**config.mk**
```make
export PLATFORM = sky130hd
export DESIGN_NAME = dvp_pixel_capture
export DESIGN_NICKNAME = d
export VERILOG_FILES = /design/src/rtl/cam_pkg.sv /design/src/rtl/pix_fmt_conv.sv /design/src/rtl/dvp_pixel_capture.sv
export SDC_FILE = /design/constraint.sdc
export NUM_CORES = 1
export LEC_CHECK = 0
export ABC_AREA = 0
export ABC_CLOCK_PERIOD_IN_PS = 11400
export BUFFER_PORTS_ARGS = -buffer_cell sky130_fd_sc_hd__buf_2
export CORE_MARGIN = 5
export CORE_UTILIZATION = 50
export DETAILED_ROUTE_END_ITERATION = 10
export GPL_ROUTABILITY_DRIVEN = 0
export GPL_TIMING_DRIVEN = 0
export PLACE_DENSITY = 0.77
export SLEW_MARGIN = 40
export SYNTH_ARGS = -nofsm -noshare
export SYNTH_HDL_FRONTEND = slang
export SYNTH_HIERARCHICAL = 1
export SYNTH_SLANG_ARGS = --single-unit
export TNS_END_PERCENT = 5
```
**constraint.sdc**
```tcl
create_clock -name i_pclk -period 11.4 [get_ports i_pclk]
set_clock_uncertainty 0.15 [all_clocks]
set_input_delay 1.71 -clock i_pclk [delete_from_list [all_inputs] [get_ports i_pclk]]
set_output_delay 1.71 -clock i_pclk [all_outputs]
set_load 0.1 [all_outputs]
```
**src/rtl/cam_pkg.sv**
```systemverilog
// Shared definitions for the DVP capture path: pixel format codes, the
// capture state encoding and the channel-widening helpers used to build
// RGB888 from 5- and 6-bit colour fields.
package cam_pkg;

  localparam logic [1:0] FMT_RGB565 = 2'd0;
  localparam logic [1:0] FMT_RGB555 = 2'd1;
  localparam logic [1:0] FMT_YUV422 = 2'd2;
  localparam logic [1:0] FMT_RAW    = 2'd3;

  typedef enum logic [1:0] {
    ST_IDLE   = 2'd0,
    ST_ARM    = 2'd1,
    ST_SYNC   = 2'd2,
    ST_ACTIVE = 2'd3
  } cap_state_t;

  // Widen a 5-bit channel to 8 bits by replicating its top bits into the LSBs.
  function automatic logic [7:0] expand5(input logic [4:0] c);
    return {c, c[4:2]};
  endfunction

  // Widen a 6-bit channel to 8 bits by replicating its top bits into the LSBs.
  function automatic logic [7:0] expand6(input logic [5:0] c);
    return {c, c[5:4]};
  endfunction

endpackage

```
**src/rtl/pix_fmt_conv.sv**
```systemverilog
// Combinational pixel format converter.
// Ports:
//   fmt     - pixel format code (cam_pkg FMT_*)
//   hi_byte - first byte of a 2-byte pixel (Y byte in YUV422)
//   lo_byte - second byte of a 2-byte pixel, or the whole pixel in RAW
//   rgb     - {R,G,B} RGB888 result
module pix_fmt_conv
  import cam_pkg::*;
(
  input  logic [1:0]  fmt,
  input  logic [7:0]  hi_byte,
  input  logic [7:0]  lo_byte,
  output logic [23:0] rgb
);

  // Select the channel layout of the current format and widen to RGB888.
  always_comb begin
    rgb = 24'h000000;
    case (fmt)
      FMT_RGB565: rgb = {expand5(hi_byte[7:3]),
                         expand6({hi_byte[2:0], lo_byte[7:5]}),
                         expand5(lo_byte[4:0])};
      // Bit 15 of an RGB555 word carries no colour and is dropped.
      FMT_RGB555: rgb = {expand5(hi_byte[6:2]),
                         expand5({hi_byte[1:0], lo_byte[7:5]}),
                         expand5(lo_byte[4:0])};
      // Luma only: the chroma byte never reaches the output.
      FMT_YUV422: rgb = {hi_byte, hi_byte, hi_byte};
      FMT_RAW:    rgb = {lo_byte, lo_byte, lo_byte};
      default:    rgb = 24'h000000;
    endcase
  end

endmodule

```
**src/rtl/dvp_pixel_capture.sv**
```systemverilog
// DVP camera front-end: frame-aligns capture to vsync, assembles camera
// bytes into pixels, converts them to RGB888, crops and reports framing
// errors. Output stream carries sof / eol / eof markers.
// Ports:
//   i_pclk, i_cam_rst         - pixel clock, async active-high reset
//   i_init_done, i_enable     - sensor ready / capture enable
//   i_fmt                     - 0 RGB565, 1 RGB555, 2 YUV422, 3 RAW
//   i_pdata, i_vsync, i_href  - camera bus
//   i_crop_*, i_exp_width     - per-frame crop window and expected line width
//   i_err_clr                 - clears sticky error flags
//   o_pix, o_pix_valid        - RGB888 pixel stream
//   o_sof, o_eol, o_eof       - frame/line markers
//   o_frame_active            - capture state is ACTIVE
//   o_frame_cnt               - completed frames (wraps)
//   o_err_len, o_err_odd      - sticky line-length / odd-byte errors
module dvp_pixel_capture
  import cam_pkg::*;
#(
  parameter int DATA_W  = 8,
  parameter int COORD_W = 12
) (
  input  logic               i_pclk,
  input  logic               i_cam_rst,
  input  logic               i_init_done,
  input  logic               i_enable,
  input  logic [1:0]         i_fmt,
  input  logic [DATA_W-1:0]  i_pdata,
  input  logic               i_vsync,
  input  logic               i_href,
  input  logic [COORD_W-1:0] i_crop_x0,
  input  logic [COORD_W-1:0] i_crop_y0,
  input  logic [COORD_W-1:0] i_crop_w,
  input  logic [COORD_W-1:0] i_crop_h,
  input  logic [COORD_W-1:0] i_exp_width,
  input  logic               i_err_clr,
  output logic [23:0]        o_pix,
  output logic               o_pix_valid,
  output logic               o_sof,
  output logic               o_eol,
  output logic               o_eof,
  output logic               o_frame_active,
  output logic [15:0]        o_frame_cnt,
  output logic               o_err_len,
  output logic               o_err_odd
);

  localparam logic [COORD_W-1:0] COL_ZERO = {COORD_W{1'b0}};
  localparam logic [COORD_W-1:0] COL_ONE  = {{(COORD_W-1){1'b0}}, 1'b1};
  localparam logic [COORD_W-1:0] COL_MAX  = {COORD_W{1'b1}};
  localparam logic [COORD_W-1:0] COL_NEAR = {{(COORD_W-1){1'b1}}, 1'b0};

  logic [7:0]         byte_q, hold_byte;
  logic               href_q, href_d, vsync_q, vsync_d;
  logic               href_rise, href_fall, vs_rise, vs_fall;
  cap_state_t         state, state_nxt;
  logic [1:0]         cfg_fmt;
  logic [COORD_W-1:0] cfg_x0, cfg_y0, cfg_w, cfg_h, cfg_exp;
  logic               phase, line_emit, sof_pend;
  logic [COORD_W-1:0] col, row;
  logic               byte_ok, two_byte, cur_phase, pix_done, emit;
  logic [COORD_W-1:0] cur_col;
  logic [COORD_W:0]   x_ext, y_ext, x0_ext, y0_ext, x_end, y_end;
  logic               in_x, in_y, frame_start, frame_end, line_end;
  logic               set_len, set_odd;
  logic [23:0]        rgb;

  // Register the camera bus once and keep a delayed copy for edge detection.
  always_ff @(posedge i_pclk or posedge i_cam_rst) begin
    if (i_cam_rst) begin
      byte_q  <= 8'h00;
      href_q  <= 1'b0;
      href_d  <= 1'b0;
      vsync_q <= 1'b0;
      vsync_d <= 1'b0;
    end else begin
      byte_q  <= i_pdata[DATA_W-1 -: 8];
      href_q  <= i_href;
      href_d  <= href_q;
      vsync_q <= i_vsync;
      vsync_d <= vsync_q;
    end
  end

  assign href_rise = href_q & ~href_d;
  assign href_fall = ~href_q & href_d;
  assign vs_rise   = vsync_q & ~vsync_d;
  assign vs_fall   = ~vsync_q & vsync_d;

  // Capture FSM next-state logic.
  always_comb begin
    state_nxt = state;
    case (state)
      ST_IDLE:   if (i_init_done && i_enable) state_nxt = ST_ARM;
                 else                         state_nxt = ST_IDLE;
      ST_ARM:    if (vs_rise) state_nxt = ST_SYNC;
                 else         state_nxt = ST_ARM;
      ST_SYNC:   if (vs_fall) state_nxt = ST_ACTIVE;
                 else         state_nxt = ST_SYNC;
      ST_ACTIVE: if (vs_rise) state_nxt = i_enable ? ST_SYNC : ST_IDLE;
                 else         state_nxt = ST_ACTIVE;
      default:   state_nxt = ST_IDLE;
    endcase
  end

  // Capture FSM state register.
  always_ff @(posedge i_pclk or posedge i_cam_rst) begin
    if (i_cam_rst) state <= ST_IDLE;
    else           state <= state_nxt;
  end

  // Byte assembly, coordinates, crop window and error events.
  always_comb begin
    frame_start = (state == ST_SYNC) && vs_fall;
    frame_end   = (state == ST_ACTIVE) && vs_rise;
    // A line still open when vsync rises is dropped without eol or length check.
    line_end    = (state == ST_ACTIVE) && href_fall && !vs_rise;
    byte_ok     = (state == ST_ACTIVE) && href_q && !vsync_q;
    two_byte    = (cfg_fmt != FMT_RAW);
    // The first byte of a line may arrive together with href rise, before
    // the registered phase/column have been cleared.
    cur_phase   = href_rise ? 1'b0 : phase;
    cur_col     = href_rise ? COL_ZERO : col;
    pix_done    = byte_ok && (!two_byte || cur_phase);
    x_ext       = {1'b0, cur_col};
    y_ext       = {1'b0, row};
    x0_ext      = {1'b0, cfg_x0};
    y0_ext      = {1'b0, cfg_y0};
    x_end       = x0_ext + {1'b0, cfg_w};
    y_end       = y0_ext + {1'b0, cfg_h};
    in_x        = (cfg_w == COL_ZERO) || ((x_ext >= x0_ext) && (x_ext < x_end));
    in_y        = (cfg_h == COL_ZERO) || ((y_ext >= y0_ext) && (y_ext < y_end));
    emit        = pix_done && in_x && in_y;
    set_len     = (line_end && (cfg_exp != COL_ZERO) && (col != cfg_exp)) ||
                  (pix_done && (cur_col >= COL_NEAR));
    set_odd     = line_end && two_byte && phase;
  end

  pix_fmt_conv u_conv (
    .fmt     (cfg_fmt),
    .hi_byte (hold_byte),
    .lo_byte (byte_q),
    .rgb     (rgb)
  );

  // Per-frame configuration, line/frame bookkeeping and registered outputs.
  always_ff @(posedge i_pclk or posedge i_cam_rst) begin
    if (i_cam_rst) begin
      cfg_fmt        <= FMT_RGB565;
      cfg_x0         <= COL_ZERO;
      cfg_y0         <= COL_ZERO;
      cfg_w          <= COL_ZERO;
      cfg_h          <= COL_ZERO;
      cfg_exp        <= COL_ZERO;
      phase          <= 1'b0;
      col            <= COL_ZERO;
      row            <= COL_ZERO;
      hold_byte      <= 8'h00;
      line_emit      <= 1'b0;
      sof_pend       <= 1'b0;
      o_pix          <= 24'h000000;
      o_pix_valid    <= 1'b0;
      o_sof          <= 1'b0;
      o_eol          <= 1'b0;
      o_eof          <= 1'b0;
      o_frame_active <= 1'b0;
      o_frame_cnt    <= 16'h0000;
      o_err_len      <= 1'b0;
      o_err_odd      <= 1'b0;
    end else begin
      o_pix_valid    <= emit;
      o_sof          <= emit && sof_pend;
      o_eol          <= line_end && line_emit;
      o_eof          <= frame_end;
      o_frame_active <= (state_nxt == ST_ACTIVE);
      if (emit) o_pix <= rgb;
      if (frame_end) o_frame_cnt <= o_frame_cnt + 16'd1;
      o_err_len <= set_len | (o_err_len & ~i_err_clr);
      o_err_odd <= set_odd | (o_err_odd & ~i_err_clr);

      if (frame_start) begin
        cfg_fmt   <= i_fmt;
        cfg_x0    <= i_crop_x0;
        cfg_y0    <= i_crop_y0;
        cfg_w     <= i_crop_w;
        cfg_h     <= i_crop_h;
        cfg_exp   <= i_exp_width;
        phase     <= 1'b0;
        col       <= COL_ZERO;
        row       <= COL_ZERO;
        line_emit <= 1'b0;
        sof_pend  <= 1'b1;
      end else begin
        if (byte_ok) begin
          phase <= two_byte ? ~cur_phase : 1'b0;
          if (!cur_phase) hold_byte <= byte_q;
        end
        if (pix_done)       col <= (cur_col == COL_MAX) ? COL_MAX : cur_col + COL_ONE;
        else if (href_rise) col <= COL_ZERO;
        if (emit) begin
          line_emit <= 1'b1;
          sof_pend  <= 1'b0;
        end
        if (line_end) begin
          line_emit <= 1'b0;
          if (col != COL_ZERO) row <= row + COL_ONE;
        end
      end
    end
  end

endmodule

```
* Word level (Yosys, flattened, before mapping) *
Cells that the tools add are included.

storage, ports and cells
  register bits = 158
  output and inout bits = 47

operators by class
  add/subtract/negate cells = 5
  $lt $le $gt $ge = 5
  eq/ne operators = 10
  multiplexer cells = 23
  bitwise logic cells = 15
  reductions and logical operators = 39

operator list
  operator                                       count
  case mux 24 bit (4 select lines)               1
  2-to-1 mux 12 bit                              7
  adder 12 x 12 -> 13 bit                        2
  < comparator 12 x 13 -> 1 bit                  2
  adder 12 x 1 -> 12 bit, second input constant  2
  >= comparator 12 bit                           2
  logical NOT 12 bit                             2
  nonzero test 12 bit                            2
  logical AND 1 bit                              19
  adder 16 x 1 -> 16 bit, second input constant  1
  == test 12 bit, second input constant          1
  >= comparator 12 bit, second input constant    1
  != test 12 bit                                 1
  2-to-1 mux 1 bit                               11
  == test 2 bit, second input constant           5
  case mux 2 bit (4 select lines)                1
  nonzero test 2 bit                             4
  inverter 1 bit                                 7
  bitwise AND 1 bit                              6
  2-to-1 mux 2 bit                               3
  == test 2 x 1 -> 1 bit, second input constant  2
  logical NOT 2 bit                              2
  logical OR 1 bit                               4
  logical NOT 1 bit                              3
  other kinds (5)                                6

* Longest topological paths before layout *
Gate-level depths: netlist of run 1.

  word-level depth = 11
  mapped depth = 18
  mapped depth without buffers = 17

* Hierarchy *
The synthesis of run 1 kept the hierarchy.

by module, submodules not included
  module             instances  cells an instance  area an instance (um2)  sequential area each (um2)
  dvp_pixel_capture  1          780                8538.2                  3953.8
  pix_fmt_conv       1          53                 565.5                   0.0

* Least setup slack after synthesis of run 1 *
OpenSTA, ideal clock, no wires.

  path type = reg-to-reg
  start point = register cfg_y0[0]
  end point = register o_pix[10]
  library setup time = 125 ps
  arrival time = 3887 ps
  setup slack = 7237 ps
  cell stages (with the launch flop) = 18
  path buffers = 1
  path through = dfrtp_1 -> ha_1 -> fa_1 -> a21oi_1 -> o22ai_1 -> or4_1 -> o311ai_0 -> o21bai_1 -> a21oi_1 -> xor2_1 -> ha_1 -> o211ai_1 -> a211o_1 -> a2111oi_0 -> o21ai_0 -> nand3_4 -> buf_6 -> mux2_4

on the way
  longest elaborated chain between the ends = 5
  elaborated cells between the ends (all ways) = 6
  classes of those cells = add/sub: 1; order compare: 2; reduce/logical: 3

RTL lines
  item                           line                      text
  start: declaration             dvp_pixel_capture.sv:57   logic [COORD_W-1:0] cfg_x0, cfg_y0, cfg_w, cfg_h, cfg_exp;
  start signal: assignment       dvp_pixel_capture.sv:183  cfg_y0 <= i_crop_y0;
  adder 12 x 12 -> 13 bit        dvp_pixel_capture.sv:129  y_end = y0_ext + {1'b0, cfg_h};
  < comparator 12 x 13 -> 1 bit  dvp_pixel_capture.sv:131  in_y = (cfg_h == COL_ZERO) || ((y_ext >= y0_ext) && (y_ext < y_end));
  logical AND 1 bit (*)          dvp_pixel_capture.sv:131
  logical OR 1 bit (*)           dvp_pixel_capture.sv:131
  logical AND 1 bit (*)          dvp_pixel_capture.sv:132  emit = pix_done && in_x && in_y;
  end signal: assignment         dvp_pixel_capture.sv:175  if (emit) o_pix <= rgb;
  end: declaration               dvp_pixel_capture.sv:36   output logic [23:0] o_pix,

Every way passes the cells marked *; elsewhere a longest branch is shown, timed or not.
A chain may end at the register's enable or synchronous reset.

* Worst setup path in the final report of run 1 *
  start point = register cfg_y0[1]
  end point = register o_pix[5]

The elaborated chain is that of the path after synthesis.

==> results.py, run 1 <==
metrics = {
    "timing": {
        "relSlewSlack_pct": 52.2,
        "setup_viol": 0,
        "holdWs_ns": 0.273,
        "fmax_mhz": 204,
        "hold_viol_final": 0,
        "worstMarginPinSlew_ns": 0.708,
        "fin_ws_ns": 6.50,
        "tns_ns": 0,
        "fin_crit_sh_pct": 42.9,
        "rsz0062_at_grt": "no",
        "slew_violations": 0,
        "fin_crit_ns": 4.90,
    },
    "min_path": {
        "hp-class": "flop to flop",
    },
    "synth": {
        "synth.top_cells.by_area": "dfrtp_1, ha_1, mux2_2",
        "ys_warn_count": 6,
        "synth_area_per_cell_um2": 10.9,
        "synth_ff_type": "dfrtp_1",
        "synth_most_common_cell": "dfrtp_1",
        "async_reset_ff_share_pct": 100,
        "yosys.area.top_type": "dfrtp_1",
        "synth_cells": 833,
        "synth.distinct_cells": 58,
        "synth-seq-cells": 158,
        "synth.top_cell.area_share_pct": 43.4,
        "ys_top_cells_by_count": "dfrtp_1, ha_1, nand2_1",
        "yosysSeqAreaShare_pct": 43.4,
        "syn_nets": 986,
        "synth-edff-count": 0,
        "syn_area_um2": 9100,
    },
    "clock_network": {
        "postCtsResizedCells": 0,
        "cts_tree": "done",
        "clk_pin_slew_ns": 0.07,
        "cts_root_buffer": "clkbuf_16",
        "cts_hold_buf": 0,
        "cts_buffers": 17,
        "cts_setup_buffers": 0,
        "clk_latency_ns": 0.43,
        "clock_sinks": 158,
        "clockBufferDepth": 2,
        "cts.htree.levels": 4,
    },
    "flow_run": {
        "maxCapViolCount": 0,
    },
    "route": {
        "detail_route.wl_per_cell_um": 17.2,
        "vias": 6812,
        "drtAntennaViolNets": 0,
        "drt-total-wl_um": 21000,
        "drcViolationCount": 0,
        "firstDrtPassIters": 5,
        "drt-initial-drc-count": 471,
        "via_per_inst": 5.58,
    },
    "floorplan": {
        "row_count": 49,
        "start_util_pct": 50.7,
        "die_w_um": 145,
        "fp.dieH_um": 145,
        "die_area_um2": 21000,
        "coreArea_um2": 18000,
        "num_io_pins": 124,
    },
    "cells_and_area": {
        "layout-drive-gt1-share_pct": 25.6,
        "fin_cells": 1220,
        "final_util_pct": 59.4,
        "final_nets": 1130,
        "syn_to_final_growth_pct": 17.2,
    },
    "grt": {
        "grt_max_degree": 66,
        "antenna_found_initial": 1,
        "grt_pass1_wl_um": 34800,
        "grtUsageMet1_pct": 26.9,
        "globalRouteMet2Util_pct": 31.7,
        "grt.total_usage_pct": 20.0,
        "grt-busiest-layer": "met2",
        "overflow": 0,
        "grt_pass1_vias": 6937,
        "gr-usage-met3_pct": 4.93,
    },
    "critical_path": {
        "worstPathRequired_ns": 11.56,
        "crit_fanout": 10,
        "crit_type": "flop to flop",
        "cp.arrival_ns": 5.06,
        "crit_path_start_kind": "flop",
        "end_kind": "flop",
    },
    "power": {
        "p_per_area_nw_per_um2": 251,
        "max-vdd-ir-drop_mv": 0.223,
        "p_leak_nw": 5.23,
    },
    "outcome": {
        "status": "completed",
    },
    "placement": {
        "dp_slack_ns": 6.58,
        "dp.final_hpwl_um": 15900,
        "place_inst": 1187,
        "port-buffer-count": 123,
    },
}
-- per-stage QoR --
step	cell area [µm²]	total power, mW
floorplan	9100	1.83
global placement	10000	2.06
detailed placement	10100	2.10
CTS	10700	2.69
global route	10700	2.88
finish	10700	2.68
-- critical path, cell delays in order, from the launching register on --
cell and delay, ns:
dfrtp_1 0.42, ha_1 0.31, a21o_1 0.16, a21oi_1 0.25, o21ai_0 0.16, a2111oi_0 0.67
o31ai_1 0.16, a21oi_1 0.21, xor2_1 0.10, ha_1 0.34, o211ai_1 0.11, a211o_1 0.27
a2111oi_0 0.33, o21ai_0 0.29, nand3_4 0.29, buf_6 0.22, mux2_4 0.32
-- layout make-up --
cell class,count,area (µm²)
Clock buffer,17,425
Tap cell,229,287
Fill cell,1552,7290
Antenna cell,1,2.50
Sequential cell,158,3950
Buffer,26,169
Inverter,49,191
Clock inverter,15,171
Multi-Input combinational cell,600,4800
Timing Repair Buffer,125,671
-- worst paths after layout --
path                            from        end  slack [ns]  depth (start not counted)
setup / recovery           cfg_y0[1]   o_pix[5]        6.50                         16
hold / removal                href_q     href_d        0.27                          0
setup reg to reg           cfg_y0[1]   o_pix[5]        6.50                         16
hold reg to reg               href_q     href_d        0.27                          0
max in group asynchronous  i_cam_rst   cfg_h[8]        9.37                          3
min in group asynchronous  i_cam_rst  o_pix[20]        1.11                          2
-- flip-flops by register name, indices dropped and copies added (netlist names), 2 cells and up --
register,flops
hold_byte,8
byte_q,8
cfg_h,12
o_pix,24
cfg_w,12
cfg_x0,12
row,12
col,12
cfg_y0,12
state,2
cfg_fmt,2
cfg_exp,12
o_frame_cnt,16
-- placed cells by master, fill, tap and decap left out, drive strengths merged, types with 6 or more instances in the layout --
cell type / count
and3: 12
xnor2: 26
nand4: 15
mux2i: 14
nand2: 58
nand3: 21
o21a: 6
a21oi: 53
buf: 140
dfrtp: 158
nor4: 17
ha: 74
o21ai: 55
xor2: 33
nor3: 8
nand2b: 6
a211oi: 9
clkbuf: 28
nor2: 34
mux2: 72
and2: 9
mux4: 11
nor2b: 6
inv: 58
-- cell families after synthesis --
| family | share of synthesized area, % |
|---|---|
| DFF | 43.4 |
| AOI/OAI and AO/OA | 10.3 |
| adders and majority gates | 10.6 |
| and+or+nand+nor | 12.2 |
| muxes | 13.9 |
| buffers and inverters | 3.86 |
| xor gates and xnor gates | 5.68 |
-- where the power goes --
group          internal [mW]  switching, mW
Sequential             0.708          0.157
Clock                  0.313          0.262
Combinational          0.576          0.664
-- routing by layer --
metal  share of wire [%]  up-vias
li1                    -     3321
met1                  45     3251
met2                  47      199
met3                 5.5       41
met4                 2.7        0
met5                   0        -
No activity file was read; power rests on OpenSTA's default activity.
==> run 2, diff against run 1 <==
--- a/config.mk
+++ b/config.mk
@@ -5,15 +5,15 @@
 export SDC_FILE = /design/constraint.sdc
 export NUM_CORES = 1
 export LEC_CHECK = 0
-export ABC_AREA = 0
-export ABC_CLOCK_PERIOD_IN_PS = 11400
+export ABC_AREA = 1
+export ABC_CLOCK_PERIOD_IN_PS = 4100
 export BUFFER_PORTS_ARGS = -buffer_cell sky130_fd_sc_hd__buf_2
 export CORE_MARGIN = 5
 export CORE_UTILIZATION = 50
 export DETAILED_ROUTE_END_ITERATION = 10
 export GPL_ROUTABILITY_DRIVEN = 0
 export GPL_TIMING_DRIVEN = 0
-export PLACE_DENSITY = 0.77
+export PLACE_DENSITY = 0.79
 export SLEW_MARGIN = 40
 export SYNTH_ARGS = -nofsm -noshare
 export SYNTH_HDL_FRONTEND = slang
==> constraint.sdc (replaced) <==
create_clock -name i_pclk -period 4.1 [get_ports i_pclk]
set_clock_uncertainty 0.15 [all_clocks]
set_input_delay 0.615 -clock i_pclk [delete_from_list [all_inputs] [get_ports i_pclk]]
set_output_delay 0.615 -clock i_pclk [all_outputs]
set_load 0.1 [all_outputs]
==> run 2 against run 1 <==
Compared with the run above:
- sequential share of layout area decreased by 1.7 points
- worst hold slack got worse by 0.14 ns
- critical path depth increased by 2
- combinational power increased to 2.9 times the previous value
- count of clock-buffer cells in the layout increased by 1
- final area increased by 4.7%
- first-iteration DRC count increased by 46%
- largest cell class unchanged
- largest power group unchanged
==> results.py, run 2 <==
metrics = {
    "min_path": {
        "hp-class": "input port to flop",
    },
    "synth": {
        "ys_top_cells_by_count": "nand2_1, dfrtp_1, inv_1",
        "synth.top_cell.area_share_pct": 41.7,
        "yosys.area.top_type": "dfrtp_1",
        "synth.distinct_cells": 50,
        "synth-seq-cells": 158,
        "syn_area_um2": 9480,
        "async_reset_ff_share_pct": 100,
        "synth.top_cells.by_area": "dfrtp_1, nand2_1, ha_1",
        "synth_cells": 1163,
        "synth_area_per_cell_um2": 8.15,
        "ys_warn_count": 6,
        "syn_nets": 1316,
        "synth-edff-count": 0,
        "synth_most_common_cell": "nand2_1",
        "synth_ff_type": "dfrtp_1",
        "yosysSeqAreaShare_pct": 41.7,
    },
    "timing": {
        "tns_ns": 0,
        "relSlewSlack_pct": 53.8,
        "fmax_mhz": 267,
        "worstMarginPinSlew_ns": 0.692,
        "rsz0062_at_grt": "no",
        "fin_crit_sh_pct": 91.3,
        "fin_ws_ns": 0.358,
        "slew_violations": 0,
        "fin_crit_ns": 3.74,
        "hold_viol_final": 0,
        "setup_viol": 0,
    },
    "floorplan": {
        "num_io_pins": 124,
        "fp.dieH_um": 148,
        "die_w_um": 148,
        "row_count": 50,
        "start_util_pct": 50.7,
        "coreArea_um2": 18700,
        "die_area_um2": 21800,
    },
    "route": {
        "firstDrtPassIters": 5,
        "drt-initial-drc-count": 686,
        "vias": 8329,
        "drt-total-wl_um": 24000,
        "drcViolationCount": 0,
        "via_per_inst": 5.34,
        "drtAntennaViolNets": 0,
        "detail_route.wl_per_cell_um": 15.4,
    },
    "cells_and_area": {
        "largest_reg_flops": 24,
        "final_util_pct": 59.8,
        "antenna_cells": 0,
        "layout-drive-gt1-share_pct": 16.8,
        "reg_top3": "o_pix (24), o_frame_cnt (16)",
        "regMostFlops": "o_pix",
        "final_common_cell": "nand2_1",
        "syn_to_final_growth_pct": 18.0,
        "final_nets": 1466,
        "mostFrequentLayoutCells": "nand2_1, dfrtp_1, buf_2",
    },
    "flow_run": {
        "maxCapViolCount": 0,
    },
    "power": {
        "p_per_area_nw_per_um2": 681,
        "p_comb_share_pct": 47.9,
        "p_leak_nw": 5.95,
        "clkPwrFrac_pct": 21.6,
        "seq_power_share_pct": 30.5,
        "p_switching_mw": 3.38,
        "sw_frac_of_total_pct": 44.4,
        "internal_power_mw": 4.23,
        "max-vdd-ir-drop_mv": 0.272,
    },
    "clock_network": {
        "clk_latency_ns": 0.44,
        "cts_buffers": 17,
        "clockBufferDepth": 2,
        "clk_pin_slew_ns": 0.07,
        "clock_sinks": 158,
        "cts.htree.levels": 4,
        "cts_tree": "done",
        "cts_root_buffer": "clkbuf_16",
    },
    "grt": {
        "antenna_found_initial": 0,
        "grt_pass1_wl_um": 39900,
        "grt.total_usage_pct": 22.5,
        "grt_max_degree": 27,
        "grt_pass1_vias": 8109,
        "overflow": 0,
    },
    "critical_path": {
        "end_kind": "flop",
        "critPathMaxStageDelay_ns": 0.42,
        "crit_slowest_cell": "dfrtp_1",
        "cp.arrival_ns": 3.88,
        "crit_chain": "ha_1 -> fa_1 -> and3_1 -> nor2_2 -> inv_1 -> a21oi_1 -> o211a_1 -> xor2_1 -> ha_1 -> a21oi_1 -> nor2_1 -> o21ai_1 -> nand3_1 -> nand2_4 -> nand3_4 -> buf_2 -> nand2_1 -> nand2_1",
        "crit_fanout": 10,
        "crit_type": "flop to flop",
        "crit_path_start_kind": "flop",
        "worstPathRequired_ns": 4.24,
        "reg2reg_setup_slack_ns": 0.36,
    },
    "outcome": {
        "status": "completed",
    },
    "placement": {
        "dp_slack_ns": 0.251,
        "dp.final_hpwl_um": 18500,
        "port-buffer-count": 123,
    },
}
[run 2: changes by cell type after synthesis, moves of 8 or more]
| cell | before | now |
|---|---|---|
| mux4_2 | 9 | 0 |
| mux2_2 | 56 | 8 |
| xnor2_1 | 26 | 15 |
| nand3_1 | 20 | 58 |
| mux2i_1 | 14 | 0 |
| nand4_1 | 15 | 53 |
| inv_2 | 0 | 8 |
| mux2_4 | 16 | 0 |
| nand2_1 | 58 | 356 |
| and3_1 | 12 | 3 |
| nor2_1 | 34 | 61 |
| inv_1 | 49 | 123 |
[run 2: logic make-up after synthesis]
| logic type | after synthesis | synth area share [%] |
|---|---|---|
| buffers and inverters | 162 | 6.90 |
| AOI/OAI and AO/OA | 126 | 7.54 |
| xor gates and xnor gates | 48 | 4.44 |
| adders and majority gates | 76 | 10.2 |
| muxes | 8 | 0.951 |
| DFF | 158 | 41.7 |
| and+or+nand+nor | 585 | 28.3 |
[run 2: worst max-delay path: cells and delay by family, from the launching register on]
family / cells / cell delay, ns
XOR/XNOR: 1 / 0.17
flip-flops: 1 / 0.42
buffers and inverters: 2 / 0.30
AND/OR/NAND/NOR: 8 / 0.97
adder cells (fa/ha/maj): 3 / 0.93
AO/OA/AOI/OAI: 4 / 0.64
[run 2: power by group through the flow]
stage | Sequential [mW] | Clock (mW) | Combinational (mW)
global route | 2.37 | 1.73 | 4.18
detailed placement | 2.33 | 0 | 3.60
floorplan | 2.45 | 0 | 2.64
finish | 2.32 | 1.64 | 3.65
CTS | 2.31 | 1.66 | 3.64
global placement | 2.32 | 0 | 3.47
[run 2: path summary, 6_finish.rpt]
kind / startpoint / to / cells after the start
worst max-delay path: cfg_y0[0] / sof_pend / 18
worst min-delay path: i_pdata[1] / byte_q[1] / 1
worst max register to register: cfg_y0[0] / sof_pend / 18
worst min register to register: o_pix[0] / o_pix[0] / 2
max in group asynchronous: i_cam_rst / hold_byte[6] / 6
min in group asynchronous: i_cam_rst / cfg_h[9] / 3
[run 2: per-layer routing]
metal | track usage (%) | vias up | wire, µm
met3 | 4.63 | 33 | 1430
met2 | 36.8 | 262 | 11500
li1 | - | 4131 | -
met1 | 30.7 | 3903 | 10700
met5 | 0 | - | 0
met4 | 5.68 | 0 | 390
[run 2: layout make-up]
type                    count  area, µm²
multi-input cells         843       4880
inverters                 131        495
clock inverters            14        180
clock buffers              18        429
fillers                  1645       7530
repair buffers            131        788
flip-flops and latches    158       3950
well taps                 234        293
plain buffers              31        163
[run 2: per-stage QoR]
step	std cells	power [mW]	hold slack [ns]	area [µm²]
after floorplan	1163	5.09	0.292	9480
after global placement	1520	5.79	0.303	10400
after detailed placement	1527	5.93	0.304	10600
after CTS	1560	7.62	0.122	11200
after global routing	1560	8.28	0.115	11200
final	1560	7.61	0.133	11200
[run 2: timing repair]
action / 4_1_cts / 5_1_grt
buffers inserted: 0 / 0
endpoints found under the setup margin: 0 / 14
hold buffers: 1 / 0
resized for setup: 0 / 2
endpoints found under the hold margin: 2 / 0
==> run 3, diff against run 2 <==
--- a/config.mk
+++ b/config.mk
@@ -8,12 +8,14 @@
 export ABC_AREA = 1
 export ABC_CLOCK_PERIOD_IN_PS = 4100
 export BUFFER_PORTS_ARGS = -buffer_cell sky130_fd_sc_hd__buf_2
+export CELL_PAD_IN_SITES_DETAIL_PLACEMENT = 1
+export CELL_PAD_IN_SITES_GLOBAL_PLACEMENT = 1
 export CORE_MARGIN = 5
-export CORE_UTILIZATION = 50
+export CORE_UTILIZATION = 40
 export DETAILED_ROUTE_END_ITERATION = 10
 export GPL_ROUTABILITY_DRIVEN = 0
 export GPL_TIMING_DRIVEN = 0
-export PLACE_DENSITY = 0.79
+export PLACE_DENSITY = 0.84
 export SLEW_MARGIN = 40
 export SYNTH_ARGS = -nofsm -noshare
 export SYNTH_HDL_FRONTEND = slang
==> run 3 against run 2 <==
Compared with the run above:
- critical path depth stayed put
- critical endpoint unchanged
- power is 2.7% higher
- sequential share of layout area is 0.38 points lower
- register-to-register slack worse by 0.18 ns
- wire length is 21% higher
- utilization is 11 points lower
- largest power group unchanged
- non-clock buffer count stayed put
- fmax is 4.5% lower
- combinational power is 5% higher
- sequential power hardly changed
- sequential cell count stayed put
==> results.py, run 3 (same netlist as run 2, synthesis figures left out) <==
metrics = {
    "cells_and_area": {
        "fin_cells": 1646,
        "syn_to_final_growth_pct": 19.2,
        "final_nets": 1466,
        "mostFrequentLayoutCells": "nand2_1, dfrtp_1, buf_2",
        "layout-drive-gt1-share_pct": 17.0,
        "nFillCells": 2895,
        "regMostFlops": "o_pix",
        "final_common_cell": "nand2_1",
        "largest_reg_flops": 24,
        "reg_top3": "o_pix (24), o_frame_cnt (16)",
    },
    "route": {
        "drt-total-wl_um": 29200,
        "via_per_inst": 5.20,
        "detail_route.wl_per_cell_um": 17.7,
        "drcViolationCount": 0,
        "vias": 8551,
        "drt-initial-drc-count": 480,
        "firstDrtPassIters": 5,
        "drtAntennaViolNets": 0,
    },
    "grt": {
        "overflow": 0,
        "antenna_found_initial": 2,
        "grt_max_degree": 27,
        "grt_pass1_vias": 9336,
        "grt_pass1_wl_um": 47400,
        "grt.total_usage_pct": 22.2,
    },
    "clock_network": {
        "cts_buffers": 17,
        "cts_setup_buffers": 0,
        "cts_tree": "done",
        "clockBufferDepth": 2,
        "clock_sinks": 158,
        "clk_pin_slew_ns": 0.08,
        "cts.htree.levels": 4,
        "cts_root_buffer": "clkbuf_16",
        "clk_latency_ns": 0.44,
    },
    "min_path": {
        "hp-class": "input port to flop",
    },
    "placement": {
        "dp_slack_ns": 0.171,
        "port-buffer-count": 123,
        "place_inst": 1612,
        "dp.final_hpwl_um": 22500,
    },
    "power": {
        "p_per_area_nw_per_um2": 692,
        "p_comb_share_pct": 49.0,
        "p_leak_nw": 5.95,
        "seq_power_share_pct": 29.9,
        "p_switching_mw": 3.66,
        "internal_power_mw": 4.16,
        "clkPwrFrac_pct": 21.0,
        "sw_frac_of_total_pct": 46.8,
        "max-vdd-ir-drop_mv": 0.321,
    },
    "timing": {
        "tns_ns": 0,
        "worstMarginPinSlew_ns": 0.740,
        "rsz0062_at_grt": "no",
        "holdWs_ns": 0.121,
        "slew_violations": 0,
        "hold_viol_final": 0,
        "fin_crit_ns": 3.92,
        "fmax_mhz": 255,
        "relSlewSlack_pct": 50.7,
        "fin_crit_sh_pct": 95.6,
        "fin_ws_ns": 0.182,
        "setup_viol": 0,
    },
    "critical_path": {
        "worstPathRequired_ns": 4.25,
        "crit_path_start_kind": "flop",
        "crit_type": "flop to flop",
        "end_kind": "flop",
        "crit_fanout": 10,
        "cp.arrival_ns": 4.07,
    },
    "floorplan": {
        "row_count": 56,
        "die_area_um2": 26900,
        "fp.dieH_um": 164,
        "die_w_um": 164,
        "coreArea_um2": 23400,
        "start_util_pct": 40.5,
        "num_io_pins": 124,
    },
    "outcome": {
        "status": "completed",
    },
    "flow_run": {
        "maxCapViolCount": 0,
    },
}
-- run 3: routing by layer --
metal  vias to the layer above  global-route usage, %  routed length, µm
met5                         -                      0                  0
met4                         0                   7.82                824
met3                        52                   3.54               1090
met2                       178                   38.7              14500
met1                      4182                   28.0              12700
li1                       4139                      -                  -
-- run 3: path summary, 6_finish.rpt --
path / from / end / slack, ns / cells past startpoint
min in group asynchronous: i_cam_rst / cfg_y0[8] / 0.54 / 3
max reg2reg: cfg_y0[0] / sof_pend / 0.18 / 18
max in group asynchronous: i_cam_rst / hold_byte[7] / 2.45 / 6
max: cfg_y0[0] / sof_pend / 0.18 / 18
min reg2reg: o_pix[7] / o_pix[7] / 0.32 / 2
min: i_pdata[5] / byte_q[5] / 0.12 / 1
-- run 3: power by group through the flow --
stage          clock [mW]  combinational, mW  sequential [mW]
3_3_place_gp            0               3.55             2.34
4_1_cts              1.67               3.84             2.34
5_1_grt              1.74               4.33             2.39
6_report             1.64               3.83             2.34
3_5_place_dp            0               3.76             2.36
2_1_floorplan           0               2.64             2.45
-- run 3: timing repair --
action	CTS	global route
resized for setup	0	3
setup endpoints to repair	0	24
hold buffers	1	0
endpoints found under the hold margin	10	0
-- run 3: through the flow --
stage | cell area [µm²] | power (mW) | util (%)
5_1_grt | 11300 | 8.45 | 48.3
3_5_place_dp | 10700 | 6.12 | 45.5
2_1_floorplan | 9480 | 5.09 | -
6_report | 11300 | 7.82 | 48.3
4_1_cts | 11300 | 7.85 | 48.2
3_3_place_gp | 10500 | 5.89 | 44.9
-- run 3: final cells by class --
cell class                 instances  area [µm²]  area share, %
multi-input combinational        843        4880           43.2
clock inverter                    15         194           1.72
antenna                            1        2.50         0.0221
timing repair buffer             131         788           6.97
buffer                            31         163           1.44
tap                              319         399           3.53
sequential                       158        3950           35.0
inverter                         131         495           4.38
clock buffer                      17         425           3.76
-- run 3: critical path, cell delays in order, from the launching register on --
cell	delay (ns)
dfrtp_1	0.41
ha_1	0.25
fa_1	0.41
and3_1	0.18
nor2_2	0.19
inv_1	0.09
a21oi_2	0.17
o211a_1	0.17
xor2_1	0.19
ha_1	0.29
a21oi_1	0.16
nor2_1	0.06
o21ai_1	0.16
nand3_1	0.17
nand2_4	0.17
nand3_4	0.17
buf_2	0.25
nand2_1	0.07
nand2_1	0.05
